===== config.mk =====
export PLATFORM = sky130hd
export DESIGN_NAME = fir_rr_scheduler_flat
export DESIGN_NICKNAME = d
export VERILOG_FILES = /design/src/rtl/fir_rr_scheduler_if.sv /design/src/rtl/fir_rr_scheduler.sv /design/src/flat_wrapper.sv
export SDC_FILE = /design/constraint.sdc
export NUM_CORES = 1
export LEC_CHECK = 0
export CAP_MARGIN = 10
export CORE_ASPECT_RATIO = 2
export CORE_UTILIZATION = 44
export CTS_BUF_LIST = sky130_fd_sc_hd__clkbuf_4
export DETAILED_ROUTE_END_ITERATION = 16
export PLACE_DENSITY = 0.87
export SLEW_MARGIN = 20
export SYNTH_ARGS = -nofsm -noshare
export SYNTH_HDL_FRONTEND = slang
export SYNTH_SLANG_ARGS = --single-unit

===== constraint.sdc =====
create_clock -name clk -period 4.95 [get_ports clk]
set_clock_uncertainty 0.2 [all_clocks]
set_input_delay 0.99 -clock clk [delete_from_list [all_inputs] [get_ports clk]]
set_output_delay 0.99 -clock clk [all_outputs]
set_load 0.05 [all_outputs]

===== src/rtl/fir_rr_scheduler_if.sv =====
// Bundle between the per-channel sample sources, the shared FIR block and the result sink.
// Carries the grant-statistics read port only when FIR_RR_SCHEDULER_STATS_EN is defined.
interface fir_rr_scheduler_if #(
    parameter int unsigned NUM_CH = 4,
    parameter int unsigned WD_IN  = 24,
    parameter int unsigned WD_OUT = 24
);
    localparam int unsigned CW = $clog2(NUM_CH);

    logic [NUM_CH-1:0]       ch_valid;
    logic [NUM_CH*WD_IN-1:0] ch_data;
    logic [NUM_CH-1:0]       ch_ready;
    logic                    flush;
    logic                    fir_en;
    logic [WD_IN-1:0]        fir_din;
    logic [WD_OUT-1:0]       fir_dout;
    logic                    out_valid;
    logic [CW-1:0]           out_ch;
    logic [WD_OUT-1:0]       out_data;
    logic                    busy;
    logic                    flush_done;
`ifdef FIR_RR_SCHEDULER_STATS_EN
    logic [CW-1:0]           stat_sel;
    logic [15:0]             stat_cnt;
    logic                    stat_ovf;

    modport slave (
        input  ch_valid, ch_data, flush, fir_dout, stat_sel,
        output ch_ready, fir_en, fir_din, out_valid, out_ch, out_data, busy, flush_done,
               stat_cnt, stat_ovf
    );
    modport master (
        output ch_valid, ch_data, flush, fir_dout, stat_sel,
        input  ch_ready, fir_en, fir_din, out_valid, out_ch, out_data, busy, flush_done,
               stat_cnt, stat_ovf
    );
`else
    modport slave (
        input  ch_valid, ch_data, flush, fir_dout,
        output ch_ready, fir_en, fir_din, out_valid, out_ch, out_data, busy, flush_done
    );
    modport master (
        output ch_valid, ch_data, flush, fir_dout,
        input  ch_ready, fir_en, fir_din, out_valid, out_ch, out_data, busy, flush_done
    );
`endif
endinterface


===== src/rtl/fir_rr_scheduler.sv =====
// Round-robin scheduler sharing one fixed-latency FIR datapath among NUM_CH sample sources.
// Define FIR_RR_SCHEDULER_STATS_EN to add saturating per-channel grant counters.
module fir_rr_scheduler #(
    parameter int unsigned NUM_CH    = 4,
    parameter int unsigned WD_IN     = 24,
    parameter int unsigned WD_OUT    = 24,
    parameter int unsigned FIR_LAT   = 3,
    parameter int unsigned ISSUE_GAP = 2
) (
    input logic               clk,
    input logic               reset,
    fir_rr_scheduler_if.slave bus
);
    localparam int unsigned CW = $clog2(NUM_CH);

    typedef enum logic [1:0] {StRun, StDrain, StDone} state_e;

    state_e             st_q;
    logic [CW-1:0]      ptr_q;
    logic [7:0]         gap_q;
    logic               fir_en_q;
    logic [WD_IN-1:0]   fir_din_q;
    logic [CW-1:0]      issue_ch_q;
    logic [FIR_LAT-1:0] tag_vld_q;
    logic [CW-1:0]      tag_ch_q [FIR_LAT];
    logic               out_valid_q;
    logic [CW-1:0]      out_ch_q;
    logic [WD_OUT-1:0]  out_data_q;
    logic               flush_done_q;
    logic               flush_arm_q;

    logic               flush_go;
    logic [NUM_CH-1:0]  grant;
    logic [CW-1:0]      grant_ch;
    logic               xfer;
    int unsigned        idx;

    // A flush that stays high across a drain must fall before it can start another one.
    assign flush_go = bus.flush & flush_arm_q;

    // Scan downwards so the channel closest after the pointer is written last and wins.
    always_comb begin
        grant    = '0;
        grant_ch = '0;
        idx      = 0;
        if (st_q == StRun && gap_q == 8'd0 && !flush_go) begin
            for (int unsigned k = NUM_CH; k >= 1; k--) begin
                idx = (32'(ptr_q) + k) % NUM_CH;
                if (bus.ch_valid[idx[CW-1:0]]) begin
                    grant                = '0;
                    grant[idx[CW-1:0]]   = 1'b1;
                    grant_ch             = idx[CW-1:0];
                end
            end
        end
    end

    assign xfer           = |grant;
    assign bus.ch_ready   = grant;
    assign bus.fir_en     = fir_en_q;
    assign bus.fir_din    = fir_din_q;
    assign bus.out_valid  = out_valid_q;
    assign bus.out_ch     = out_ch_q;
    assign bus.out_data   = out_data_q;
    assign bus.flush_done = flush_done_q;
    assign bus.busy       = (|tag_vld_q) | fir_en_q | (st_q != StRun);

    always_ff @(posedge clk or posedge reset) begin
        if (reset) begin
            st_q         <= StRun;
            ptr_q        <= CW'(NUM_CH - 1);
            gap_q        <= 8'd0;
            fir_en_q     <= 1'b0;
            fir_din_q    <= '0;
            issue_ch_q   <= '0;
            tag_vld_q    <= '0;
            for (int i = 0; i < FIR_LAT; i++) tag_ch_q[i] <= '0;
            out_valid_q  <= 1'b0;
            out_ch_q     <= '0;
            out_data_q   <= '0;
            flush_done_q <= 1'b0;
            flush_arm_q  <= 1'b1;
        end else begin
            flush_done_q <= 1'b0;
            if (!bus.flush) flush_arm_q <= 1'b1;
            case (st_q)
                StRun: begin
                    if (flush_go) begin
                        st_q        <= StDrain;
                        flush_arm_q <= 1'b0;
                    end
                end
                StDrain: begin
                    if (tag_vld_q == '0 && !fir_en_q) st_q <= StDone;
                end
                StDone: begin
                    st_q         <= StRun;
                    flush_done_q <= 1'b1;
                end
                default: st_q <= StRun;
            endcase

            if (xfer) gap_q <= 8'(ISSUE_GAP - 1);
            else if (gap_q != 8'd0) gap_q <= gap_q - 8'd1;

            fir_en_q <= xfer;
            if (xfer) begin
                fir_din_q  <= bus.ch_data[32'(grant_ch) * WD_IN +: WD_IN];
                issue_ch_q <= grant_ch;
                ptr_q      <= grant_ch;
            end

            tag_vld_q[0] <= fir_en_q;
            tag_ch_q[0]  <= issue_ch_q;
            for (int i = 1; i < FIR_LAT; i++) begin
                tag_vld_q[i] <= tag_vld_q[i-1];
                tag_ch_q[i]  <= tag_ch_q[i-1];
            end

            out_valid_q <= tag_vld_q[FIR_LAT-1];
            if (tag_vld_q[FIR_LAT-1]) begin
                out_ch_q   <= tag_ch_q[FIR_LAT-1];
                out_data_q <= bus.fir_dout;
            end
        end
    end

`ifdef FIR_RR_SCHEDULER_STATS_EN
    logic [15:0] stat_q [NUM_CH];
    logic [15:0] stat_cnt_q;
    logic        stat_ovf_q;

    assign bus.stat_cnt = stat_cnt_q;
    assign bus.stat_ovf = stat_ovf_q;

    always_ff @(posedge clk or posedge reset) begin
        if (reset) begin
            for (int i = 0; i < NUM_CH; i++) stat_q[i] <= '0;
            stat_cnt_q <= '0;
            stat_ovf_q <= 1'b0;
        end else begin
            if (xfer) begin
                if (stat_q[grant_ch] != 16'hFFFF) stat_q[grant_ch] <= stat_q[grant_ch] + 16'd1;
                if (stat_q[grant_ch] >= 16'hFFFE) stat_ovf_q <= 1'b1;
            end
            stat_cnt_q <= (32'(bus.stat_sel) < NUM_CH) ? stat_q[bus.stat_sel] : 16'd0;
        end
    end
`endif
endmodule


===== src/flat_wrapper.sv =====
// flat-port wrapper written by rule: the top's interface ports become plain ports
module fir_rr_scheduler_flat 
#(
    parameter int unsigned NUM_CH    = 4,
    parameter int unsigned WD_IN     = 24,
    parameter int unsigned WD_OUT    = 24,
    parameter int unsigned FIR_LAT   = 3,
    parameter int unsigned ISSUE_GAP = 2
)
  (clk, reset, bus_ch_valid, bus_ch_data, bus_flush, bus_fir_dout, bus_ch_ready, bus_fir_en, bus_fir_din, bus_out_valid, bus_out_ch, bus_out_data, bus_busy, bus_flush_done);
  fir_rr_scheduler_if #(.NUM_CH(NUM_CH), .WD_IN(WD_IN), .WD_OUT(WD_OUT)) bus_i ();
  input logic clk;
  input logic reset;
  input wire logic [$bits(bus_i.ch_valid)-1:0] bus_ch_valid;
  input wire logic [$bits(bus_i.ch_data)-1:0] bus_ch_data;
  input wire logic [$bits(bus_i.flush)-1:0] bus_flush;
  input wire logic [$bits(bus_i.fir_dout)-1:0] bus_fir_dout;
  output wire logic [$bits(bus_i.ch_ready)-1:0] bus_ch_ready;
  output wire logic [$bits(bus_i.fir_en)-1:0] bus_fir_en;
  output wire logic [$bits(bus_i.fir_din)-1:0] bus_fir_din;
  output wire logic [$bits(bus_i.out_valid)-1:0] bus_out_valid;
  output wire logic [$bits(bus_i.out_ch)-1:0] bus_out_ch;
  output wire logic [$bits(bus_i.out_data)-1:0] bus_out_data;
  output wire logic [$bits(bus_i.busy)-1:0] bus_busy;
  output wire logic [$bits(bus_i.flush_done)-1:0] bus_flush_done;
  assign bus_i.ch_valid = bus_ch_valid;
  assign bus_i.ch_data = bus_ch_data;
  assign bus_i.flush = bus_flush;
  assign bus_i.fir_dout = bus_fir_dout;
  assign bus_ch_ready = bus_i.ch_ready;
  assign bus_fir_en = bus_i.fir_en;
  assign bus_fir_din = bus_i.fir_din;
  assign bus_out_valid = bus_i.out_valid;
  assign bus_out_ch = bus_i.out_ch;
  assign bus_out_data = bus_i.out_data;
  assign bus_busy = bus_i.busy;
  assign bus_flush_done = bus_i.flush_done;
  fir_rr_scheduler #(.NUM_CH(NUM_CH), .WD_IN(WD_IN), .WD_OUT(WD_OUT), .FIR_LAT(FIR_LAT), .ISSUE_GAP(ISSUE_GAP)) u_core (.clk(clk), .reset(reset), .bus(bus_i));
endmodule

======== Word level (Yosys, flattened, before mapping) ========
Cells that the tools add are included.
cells by class
  add/sub/neg operators ................... 5
  multiply operators ...................... 1
  $lt $le $gt $ge ......................... 8
  equal/unequal tests ..................... 4
  shift-type cells ........................ 1
  mux-type cells .......................... 35
  bitwise logic cells ..................... 3
  reduce and logical (&&, ||, !) cells .... 18
operators by type and width
  operator                                                           number
  indexed part select 96 x 8 -> 24 bit                               1
  two-way mux 4 bit                                                  5
  two-way mux 8 bit                                                  2
  two-way mux 2 bit                                                  7
  < comparator 2 x 3 -> 1 bit, second input constant                 4
  two-way mux 1 bit                                                  12
  binary-select mux 1 bit (select 2 bit)                             4
  demux 1 bit (select 2 bit)                                         4
  greater-or-equal comparator 2 x 1 -> 1 bit, second input constant  4
  zero test 8 bit                                                    1
  nonzero test 8 bit                                                 1
  subtractor 8 x 1 -> 8 bit, second input constant                   1
  logical AND 1 bit                                                  7
  adder 2 x 1 -> 2 bit, second input constant                        2
  adder 2 bit, second input constant                                 2
  multiplier 2 x 2 -> 4 bit, second input constant                   1
  != test 2 x 1 -> 1 bit, second input constant                      2
  one-hot mux 2 bit (2 select lines)                                 1
  nonzero test 2 bit                                                 2
  OR reduction 4 bit                                                 1
  zero test 3 bit                                                    1
  OR reduction 3 bit                                                 1
  equality test 2 x 1 -> 1 bit, second input constant                1
  equality test 2 bit, second input constant                         1
  5 further kinds                                                    7
storage, ports and cells
  register bits after elaboration ......... 77
  bits of input ports ..................... 127
  output and inout bits ................... 58
  logic and storage cells ................. 90

======== Logic depth before layout (Yosys ltp) ========
  depth after elaboration ................. 12
  depth in mapped cells ................... 15
  depth with buffers taken out ............ 9

======== Worst setup path before layout ========
Ideal clock, no wire load.
  path type ............................... register to output
  start point ............................. reg u_core.ptr_q[0]
  end point ............................... out bus_ch_ready[1]
  data arrival time ....................... 3.540 ns
  required time ........................... 3.760 ns
  setup slack ............................. 0.220 ns
  cell stages (with the launch flop) ...... 11
  buffers on the path ..................... 4
  cell sequence ........................... dfstp_2 buf_6 clkbuf_1 inv_1 ha_1 buf_2 mux4_2 nor2b_1 buf_6 a221oi_1 a211oi_1
on the way
  word-level cells in the longest chain between the ends .. 10
  elaborated cells on any way between the ends .. 37
  classes of those cells .................. 4 x add/sub; 8 x order compare; 21 x mux; 4 x reduce/logical
RTL lines
  element                                                                                                          line                     text
  start, declared                                                                                                  fir_rr_scheduler.sv:19   logic [CW-1:0] ptr_q;
  start signal, assigned                                                                                           fir_rr_scheduler.sv:71   ptr_q <= CW'(NUM_CH - 1);
  start signal, assigned                                                                                           fir_rr_scheduler.sv:110  ptr_q <= grant_ch;
  adder 2 x 1 -> 2 bit                                                                                             fir_rr_scheduler.sv:48   idx = (32'(ptr_q) + k) % NUM_CH;
  < comparator 2 x 3 -> 1 bit (not written as such) or greater-or-equal comparator 2 x 1 -> 1 bit (tied branches)  fir_rr_scheduler.sv:51   grant[idx[CW-1:0]] = 1'b1;
  logical AND 1 bit (not written as such)                                                                          fir_rr_scheduler.sv:51
  two-way mux 1 bit (not written as such)                                                                          fir_rr_scheduler.sv:51
  demux 1 bit (select 2 bit)                                                                                       --
  two-way mux 4 bit (3 in a row)                                                                                   fir_rr_scheduler.sv:49   if (bus.ch_valid[idx[CW-1:0]]) begin
  two-way mux 4 bit (*)                                                                                            fir_rr_scheduler.sv:49
  two-way mux 4 bit (*)                                                                                            fir_rr_scheduler.sv:46   if (st_q == StRun && gap_q == 8'd0 && !flush_go) begin
  end, declared                                                                                                    flat_wrapper.sv:18       output wire logic [$bits(bus_i.ch_ready)-1:0] bus_ch_ready;
Every way passes the cells marked *; elsewhere a longest branch is shown, timed or not. The select of a mux whose other input is x is not followed.

======== Worst setup path after layout ========
  start point ............................. in bus_ch_valid[2]
  end point ............................... out bus_ch_ready[2]
on the way
  word-level cells in the longest chain between the ends .. 7
  elaborated cells on any way between the ends .. 13
  classes of those cells .................. 13 x mux
RTL lines
  element                                  line                    text
  start, declared                          flat_wrapper.sv:14      input wire logic [$bits(bus_i.ch_valid)-1:0] bus_ch_valid;
  binary-select mux 1 bit (select 2 bit)   fir_rr_scheduler.sv:49
  two-way mux 1 bit (not written as such)  fir_rr_scheduler.sv:49
  two-way mux 4 bit (3 in a row)           fir_rr_scheduler.sv:49
  two-way mux 4 bit (*)                    fir_rr_scheduler.sv:49
  two-way mux 4 bit (*)                    fir_rr_scheduler.sv:46
Marked as above.

==> reports/metrics.cfg <==
[outcome]
status=completed

[synthesis]
syn_area_um2=4414
yosys_warnings=0
syn-num-nets=578
avgSynthCellArea_um2=9.942
ys_ff_latch=77
async_flop_share_pct=100.0
synth_edf_count=0
synth_flop_cell=dfrtp_1
synthCells=444
synth.distinct_cells=50
synth_seq_area_share_pct=43.74

[power]
leakagePower_uw=0.002641
p_per_area_nw_per_um2=589.5
irDropWorstVdd_mv=0.3309

[cts]
clock_path_buffers=2
clock_sinks=77
postCtsResizedCells=0
clock_latency_ps=420
root_buffer=clkbuf_4
path_clk_slew_ps=100
h-tree-depth=3
cts_setup_buffers=0
cts_tree=built
cts_buffers=9
cts_hold_buf=0

[setup_path]
crit_required_ps=3760
rr_worst_depth=10
end_kind=output port
r2r_start=u_core.ptr_q[1]
crit_chain=clkdlybuf4s50_1, or3b_2, a21oi_1, o211ai_1, a211oi_1, buf_12
path_delay_family=compound AO/OA/AOI/OAI gates
slowest_delay_ps=680
cp_max_fo=11
r2r_setup_slack_ps=410
startpoint_type=input pin
critical_path_class=input pin to output port
critPathArrivalTime_ps=3490
critPathBufInv=2
r2r-end=u_core.bus.fir_din[11]
cp_slowest_cell=a211oi_1

[timing]
hold_viol=0
slew_viol_final=0
holdWs_ps=164.8
rsz0062_at_grt=false
final.setup.tns_ps=0
slew_headroom_pct=36.14
fmax_mhz=213.5
setup_viol=0
timing.final.crit_period_ps=4685
worstMarginPinSlew_ps=956.9
post-route-period-util_pct=94.64

[route]
first_iter_violations=227
wire_per_inst_um=18.46
vias_per_cell=5.857
drc=0
drtAntennaViolNets=0
vias=4387
routed_wl_mm=13.82
drtPass1Iterations=5

[min_path]
hp-start=u_core.tag_ch_q[2]
min_path_cells=0
hold_path_end=u_core.tag_ch_q[0]
hold_class=flip-flop to flip-flop

[floorplan]
die_w_um=72.83
start_util_pct=45.21
fp.dieH_um=143.7
core-area_um2=9763
io_pins=185
num_rows=51
dieArea_um2=10460

[finish]
diodes=0
layout-drive-gt1-share_pct=12.97
areaGrowthSynthToFinish_pct=47.99
ff_latch_area_um2=1931
most-common-layout-cells=clkdlybuf4s50_1, dfrtp_1, nand2_1
layout.filler_cells=752
fin_nets=746
multiInputGateArea_um2=2270
stdcell_area_um2=6533
final_common_cell=clkdlybuf4s50_1

[global_routing]
grt_pass1_wl_mm=21.33
gr-total-overflow=0
antenna_found_initial=0
grt_max_degree=65
track_usage_pct=26.86
grt_pass1_vias=4325

[placed_design]
portBuffers=184
placed_area_um2=6369
gp_congestion=0.8613
dp_hpwl_mm=10.60

[flow_run]
maxCapViolCount=0

-- metrics by stage --
stage | std cells | setup WS (ps) | power (uW) | util (%)
2_1_floorplan | 444 | 220.4 | 2679 | -
3_3_place_gp | 733 | 355.2 | 3338 | 65.23
3_5_place_dp | 733 | 192.4 | 3428 | 65.23
4_1_cts | 749 | 270.8 | 3863 | 66.90
5_1_grt | 749 | 118.9 | 4071 | 66.91
6_report | 749 | 265.1 | 3851 | 66.91
-- cells in the mapped netlist (4+ instances only) --
cell,number,area share [%]
dfrtp_1,74,42
mux2i_1,5,1.1
nor2_1,36,3.1
o22ai_1,47,6.7
o21ai_0,7,0.79
buf_6,4,1.0
buf_2,12,1.4
a211oi_1,6,1.0
ha_1,7,2.0
o211ai_1,4,0.68
clkbuf_1,21,1.8
a221oi_1,4,0.79
nand2_1,59,5.0
o31ai_1,25,4.3
inv_1,5,0.43
a221o_1,23,5.2
a21oi_1,5,0.57
a22oi_1,23,3.9
mux2_2,29,7.4
-- flip-flops by register name, indices dropped and copies added, names as in the netlist --
register	count
u_core.bus.out_data	24
u_core.issue_ch_q	2
u_core.tag_ch_q	6
u_core.bus.out_ch	2
u_core.st_q	2
u_core.bus.flush_done	1
u_core.flush_arm_q	1
u_core.bus.fir_din	24
u_core.gap_q	8
u_core.tag_vld_q	3
u_core.ptr_q	2
u_core.bus.out_valid	1
u_core.bus.fir_en	1
-- final cells by class --
type	count	share of cell area (%)
Inverter	6	0.3831
Clock buffer	10	1.149
Clock inverter	6	1.341
Multi-Input combinational cell	321	34.74
Tap cell	132	2.528
Timing Repair Buffer	197	30.30
Sequential cell	77	29.55
-- routing by layer --
layer / GRT usage, % / wire, um
met1: 28.72 / 4725
met2: 50.02 / 7816
met3: 4.137 / 836
met4: 12.69 / 445
met5: 0 / 0
-- where the power goes --
group	switching, uW	internal [uW]	total [uW]
combinational	1470	878	2350
sequential	168	903	1070
clock	217	211	427
total	1860	1990	3850
-- kinds of logic (layout without fill, tap and decap cells) --
logic type                 Yosys count  after routing  synth area share, %
DFF                                 77             77                43.74
AOI/OAI and AO/OA                  151            151                25.57
xor gates and xnor gates             4              4               0.7938
adders and majority gates            7              7                1.984
buffers and inverters               46            219                5.017
and+or+nand+nor                    122            122                12.84
muxes                               37             37                10.06
-- how the worst max path moves through the flow --
stage,startpoint,to,slack (ps),cells past startpoint
2_1_floorplan,u_core.ptr_q[0],bus_ch_ready[1],220,10
3_3_place_gp,bus_ch_valid[1],u_core.bus.fir_din[14],360,9
3_5_place_dp,bus_ch_valid[1],u_core.bus.fir_din[18],190,9
4_1_cts,bus_ch_valid[2],bus_ch_ready[2],270,6
5_1_grt,bus_ch_valid[2],bus_ch_ready[3],120,6
6_report,bus_ch_valid[2],bus_ch_ready[2],270,6
Note: power is estimated with default switching activity, not from simulation.
